===== src/rtl/s_serializer_piso_pkg.sv =====
// Shared types and constants for the parallel-in/serial-out stage feeding the 1010 detector.
package s_serializer_piso_pkg;

   typedef enum logic {
      StIdle,
      StShift
   } state_t;

   // Default word width, shared so detector-side benches size stimulus consistently.
   localparam int unsigned DefaultWidth = 8;

endpackage


===== src/rtl/s_serializer_piso.sv =====
// Serializes WIDTH-bit words onto x_out, one bit per clock, with a one-word holding buffer
// so back-to-back words stream without an idle gap.
module s_serializer_piso
   import s_serializer_piso_pkg::*;
#(
   parameter int unsigned WIDTH     = DefaultWidth,
   parameter bit          MSB_FIRST = 1'b1,
   parameter bit          IDLE_BIT  = 1'b0
) (
   input  logic             clk,
   input  logic             reset_n,
   input  logic [WIDTH-1:0] din,
   input  logic             din_valid,
   output logic             din_ready,
   output logic             x_out,
   output logic             x_valid,
   output logic             frame_start,
   output logic             busy
);

   localparam int unsigned    CntW    = $clog2(WIDTH);
   localparam logic [CntW-1:0] CntLast = CntW'(WIDTH - 1);

   state_t           state_q, state_d;
   logic [CntW-1:0]  cnt_q, cnt_d;
   logic [WIDTH-1:0] sreg_q, sreg_d;
   logic [WIDTH-1:0] buf_q, buf_d;
   logic             buf_full_q, buf_full_d;
   logic             ready_q;
   logic             x_out_q, x_out_d;
   logic             x_valid_q, x_valid_d;
   logic             frame_q, frame_d;
   logic             busy_q, busy_d;

   logic             accept;
   logic             cur_bit;
   logic [WIDTH-1:0] shifted;

   assign accept  = din_valid && ready_q;
   assign cur_bit = MSB_FIRST ? sreg_q[WIDTH-1] : sreg_q[0];
   assign shifted = MSB_FIRST ? {sreg_q[WIDTH-2:0], 1'b0} : {1'b0, sreg_q[WIDTH-1:1]};

   always_comb begin
      state_d    = state_q;
      cnt_d      = cnt_q;
      sreg_d     = sreg_q;
      buf_d      = buf_q;
      buf_full_d = buf_full_q;
      x_out_d    = IDLE_BIT;
      x_valid_d  = 1'b0;
      frame_d    = 1'b0;
      busy_d     = 1'b0;

      unique case (state_q)
         StIdle: begin
            if (accept) begin
               sreg_d  = din;
               cnt_d   = '0;
               state_d = StShift;
            end
         end
         StShift: begin
            x_out_d   = cur_bit;
            x_valid_d = 1'b1;
            frame_d   = (cnt_q == '0);
            busy_d    = 1'b1;
            if (cnt_q == CntLast) begin
               cnt_d = '0;
               // Buffered word has priority; ready is low then, so din cannot also be taken.
               if (buf_full_q) begin
                  sreg_d     = buf_q;
                  buf_full_d = 1'b0;
               end else if (accept) begin
                  sreg_d = din;
               end else begin
                  state_d = StIdle;
               end
            end else begin
               cnt_d  = cnt_q + 1'b1;
               sreg_d = shifted;
               if (accept) begin
                  buf_d      = din;
                  buf_full_d = 1'b1;
               end
            end
         end
         default: state_d = StIdle;
      endcase
   end

   always_ff @(posedge clk or negedge reset_n) begin
      if (!reset_n) begin
         state_q    <= StIdle;
         cnt_q      <= '0;
         sreg_q     <= '0;
         buf_q      <= '0;
         buf_full_q <= 1'b0;
         ready_q    <= 1'b0;
         x_out_q    <= IDLE_BIT;
         x_valid_q  <= 1'b0;
         frame_q    <= 1'b0;
         busy_q     <= 1'b0;
      end else begin
         state_q    <= state_d;
         cnt_q      <= cnt_d;
         sreg_q     <= sreg_d;
         buf_q      <= buf_d;
         buf_full_q <= buf_full_d;
         ready_q    <= !buf_full_d;
         x_out_q    <= x_out_d;
         x_valid_q  <= x_valid_d;
         frame_q    <= frame_d;
         busy_q     <= busy_d;
      end
   end

   assign din_ready   = ready_q;
   assign x_out       = x_out_q;
   assign x_valid     = x_valid_q;
   assign frame_start = frame_q;
   assign busy        = busy_q;

endmodule


===== config.mk =====
export PLATFORM = sky130hd
export DESIGN_NAME = s_serializer_piso
export DESIGN_NICKNAME = d
export VERILOG_FILES = /design/src/rtl/s_serializer_piso_pkg.sv /design/src/rtl/s_serializer_piso.sv
export SDC_FILE = /design/constraint.sdc
export NUM_CORES = 1
export LEC_CHECK = 0
export ABC_AREA = 1
export BUFFER_PORTS_ARGS = -buffer_cell sky130_fd_sc_hd__buf_2
export CAP_MARGIN = 20
export CORE_UTILIZATION = 30
export CTS_CLUSTER_DIAMETER = 30
export DETAILED_ROUTE_END_ITERATION = 12
export SLEW_MARGIN = 20
export SYNTH_ARGS = -nofsm -noshare
export SYNTH_HDL_FRONTEND = slang
export SYNTH_SLANG_ARGS = --single-unit

===== constraint.sdc =====
create_clock -name clk -period 3 [get_ports clk]
set_clock_uncertainty 0.1 [all_clocks]
set_input_delay 0.3 -clock clk [delete_from_list [all_inputs] [get_ports clk]]
set_output_delay 0.3 -clock clk [all_outputs]
set_load 0.01 [all_outputs]

==> out/summary.txt <==
Async SR Flop Fraction: 100%
Tot Pwr: 1.46 mW
Final worst-path cycle share: 51.3%
Remaining routing DRC violations: 0
CTS resizes: 0
Routed via count: 979
FF-to-FF Start: cnt_q[0]
Combinational share of power: 45.1%
Die area: 0.00457 mm²
CP Class: reg2reg
Worst-margin pin slew: 0.573 ns
Internal Pwr Total: 0.829 mW
Pin count of the biggest net entering global routing: 26
RR Endpoint: buf_q[2]
Synth warn: 0
Total gr overflow: 0
Max-cap viol count: 0
Leak pwr: 0.740 nW
Reg clk slew, reported paths: 0.09 ns
Clock sinks: 25
Antenna Nets Post-Route: 0
CTS tree: done
Worst-case vdd ir drop: 0.356 mV
H-Tree Depth: 1
#FFs+latches synth: 25
Final Max Slew Viols: 0
Internal reg-to-reg setup slack: 1.46 ns
Min-delay src: din[4]
GRT Total Usage: 12.7%
Hold Crit Depth: 3
Period minus WS final: 1.54 ns
Gate Count Post-Synth: 152
Area Growth Syn to Fin: 8.54%
Netlist Area Pre-Place: 0.00129 mm²
Share of cells above drive strength 1: 15.9%
Power per cell area: 1040 mW/mm²
Combinational family with the most area after synthesis: simple AND/OR/NAND/NOR gates
CP max FO: 11
Placer Congestion: 0.771
IO buf count: 15
Slew HR: 61.8%
Psw: 0.631 mW
Initial core utilization: 31.8%
Nets: 180
Clock Tree Root: clkbuf_8
Status: finished clean
Final setup TNS: 0 ns
XOR/XNOR Fraction of Synth Area: 0%
Reg2reg path depth: 6
CTS max path bufs: 2
Hold Crit Endpoint: buf_q[4]
Clock share of power: 14.1%
Register area share after synthesis: 48.5%
Io pins: 16
Mux cell area share after synthesis: 0%
Clk_lat worst skew: 0.27 ns
Post-synthesis simple-gate area fraction: 36.2%
Final hold viol count: 0
Cell Rows: 23
Number of global-route vias before repair: 859
TritonCTS buffer count: 3
Register share of total power: 40.8%
Netlist cell types: 17
Hold_ws: 0.175 ns
First-pass iteration count of the detailed router: 4
Post-CTS setup buffers: 0
Antenna violations before repair: 0
EDFF count, synth: 0
Vias/cell: 4.57
Synth Net Count: 167
Final setup vio count: 0
Crit end category: flip-flop
WP data arrival: 1.61 ns
Min-delay worst type: in2reg
First DRT Iteration DRCs: 45
Mean Syn Cell Area: 8.49 µm²
Area fraction in compound gates after synthesis: 2.13%
Sw Ratio: 43.2%
First-pass GRT wire length: 4280 µm
Most common cell after layout, fill and taps aside: nand2_1
Peak Freq: 650 MHz
Die height: 67.6 µm
CP Launch Type: flip-flop
Final HPWL DP: 1750 µm
Avg WL per Cell: 11.9 µm
Core area: 0.00406 mm²
Drt total wl: 2550 µm
Number of inserted diodes: 0
Commonest cells after routing, fill and taps aside: 54 x nand2_1, 25 x nand3_1, 25 x dfrtp_1
CP required: 3.07 ns
DIE WIDTH: 67.6 µm
RSZ-0062 raised after global routing: false
Post-Synth Adder-Cell Area: 3.88%
Top_reg_cell synth: dfrtp_1
-- cell usage after synthesis, types with 2 or more instances --
master / instances / area share [%]
nor2_8: 2 / 3.1
dfrtp_1: 25 / 48
nand2_1: 54 / 16
nand3_1: 25 / 9.7
inv_1: 6 / 1.7
ha_1: 4 / 3.9
buf_6: 4 / 3.5
nand2_4: 2 / 1.7
o21ai_1: 4 / 1.6
nor2_1: 17 / 4.9
buf_4: 3 / 1.7
-- sequential cells by signal, indices dropped and copies added (netlist names), named ones only --
name	flops
din_ready	1
busy	1
state_q	1
cnt_q	3
buf_q	8
frame_start	1
x_out	1
sreg_q	8
-- area by class of cell --
cell class / count / area (µm²)
clock buffers: 4 / 45.0
fillers: 446 / 2660
inverters: 8 / 37.5
multi-input cells: 111 / 544
flip-flops and latches: 25 / 626
well taps: 50 / 62.6
repair buffers: 16 / 85.1
-- power groups by stage --
stage,combinational (mW),sequential (mW),clock (mW)
global placement,0.659,0.601,0
finish,0.658,0.595,0.206
global route,0.761,0.620,0.229
detailed placement,0.667,0.604,0
floorplan,0.626,0.567,0
CTS,0.669,0.597,0.212
-- critical path, stage by stage (launching register included) --
cell and delay [ns]:
dfrtp_1 0.39, ha_1 0.22, ha_1 0.26, nor2_8 0.23
nand2_4 0.12, nand2_1 0.07, nand2_1 0.05
-- worst max-delay path by stage --
| stage | start | to | slack, ns |
|---|---|---|---|
| global placement | din_ready | buf_q[7] | 1.46 |
| global route | din_ready | buf_q[1] | 1.29 |
| CTS | cnt_q[0] | buf_q[5] | 1.45 |
| floorplan | cnt_q[0] | sreg_q[3] | 1.57 |
| finish | cnt_q[0] | buf_q[2] | 1.46 |
| detailed placement | cnt_q[0] | buf_q[2] | 1.46 |
-- metal layers --
layer	vias up	wire length, µm	global-route usage, %
met5	-	0	0
met2	20	1150	19.1
met4	0	22	3.99
met1	452	1290	18.5
li1	505	-	-
met3	2	77	2.03
-- stage by stage --
step                      instance area, µm²  util, %  worst slack (ns)  instances
after floorplan                         1290        -              1.57        152
after global routing                    1400     34.5              1.29        214
final                                   1400     34.5              1.46        214
after global placement                  1350     33.1              1.46        209
after CTS                               1400     34.5              1.45        214
after detailed placement                1350     33.1              1.46        209
-- cell families after synthesis --
family,Yosys count
flops,25
fa+ha+maj,4
simple gates,102
compound gates,5
buf+inv,16
-- timing repair --
action | CTS | global route
endpoints found under the setup margin | 0 | 0
endpoints found under the hold margin | 25 | 0
hold buffers | 1 | 0
Note: power is estimated with default switching activity, not from simulation.
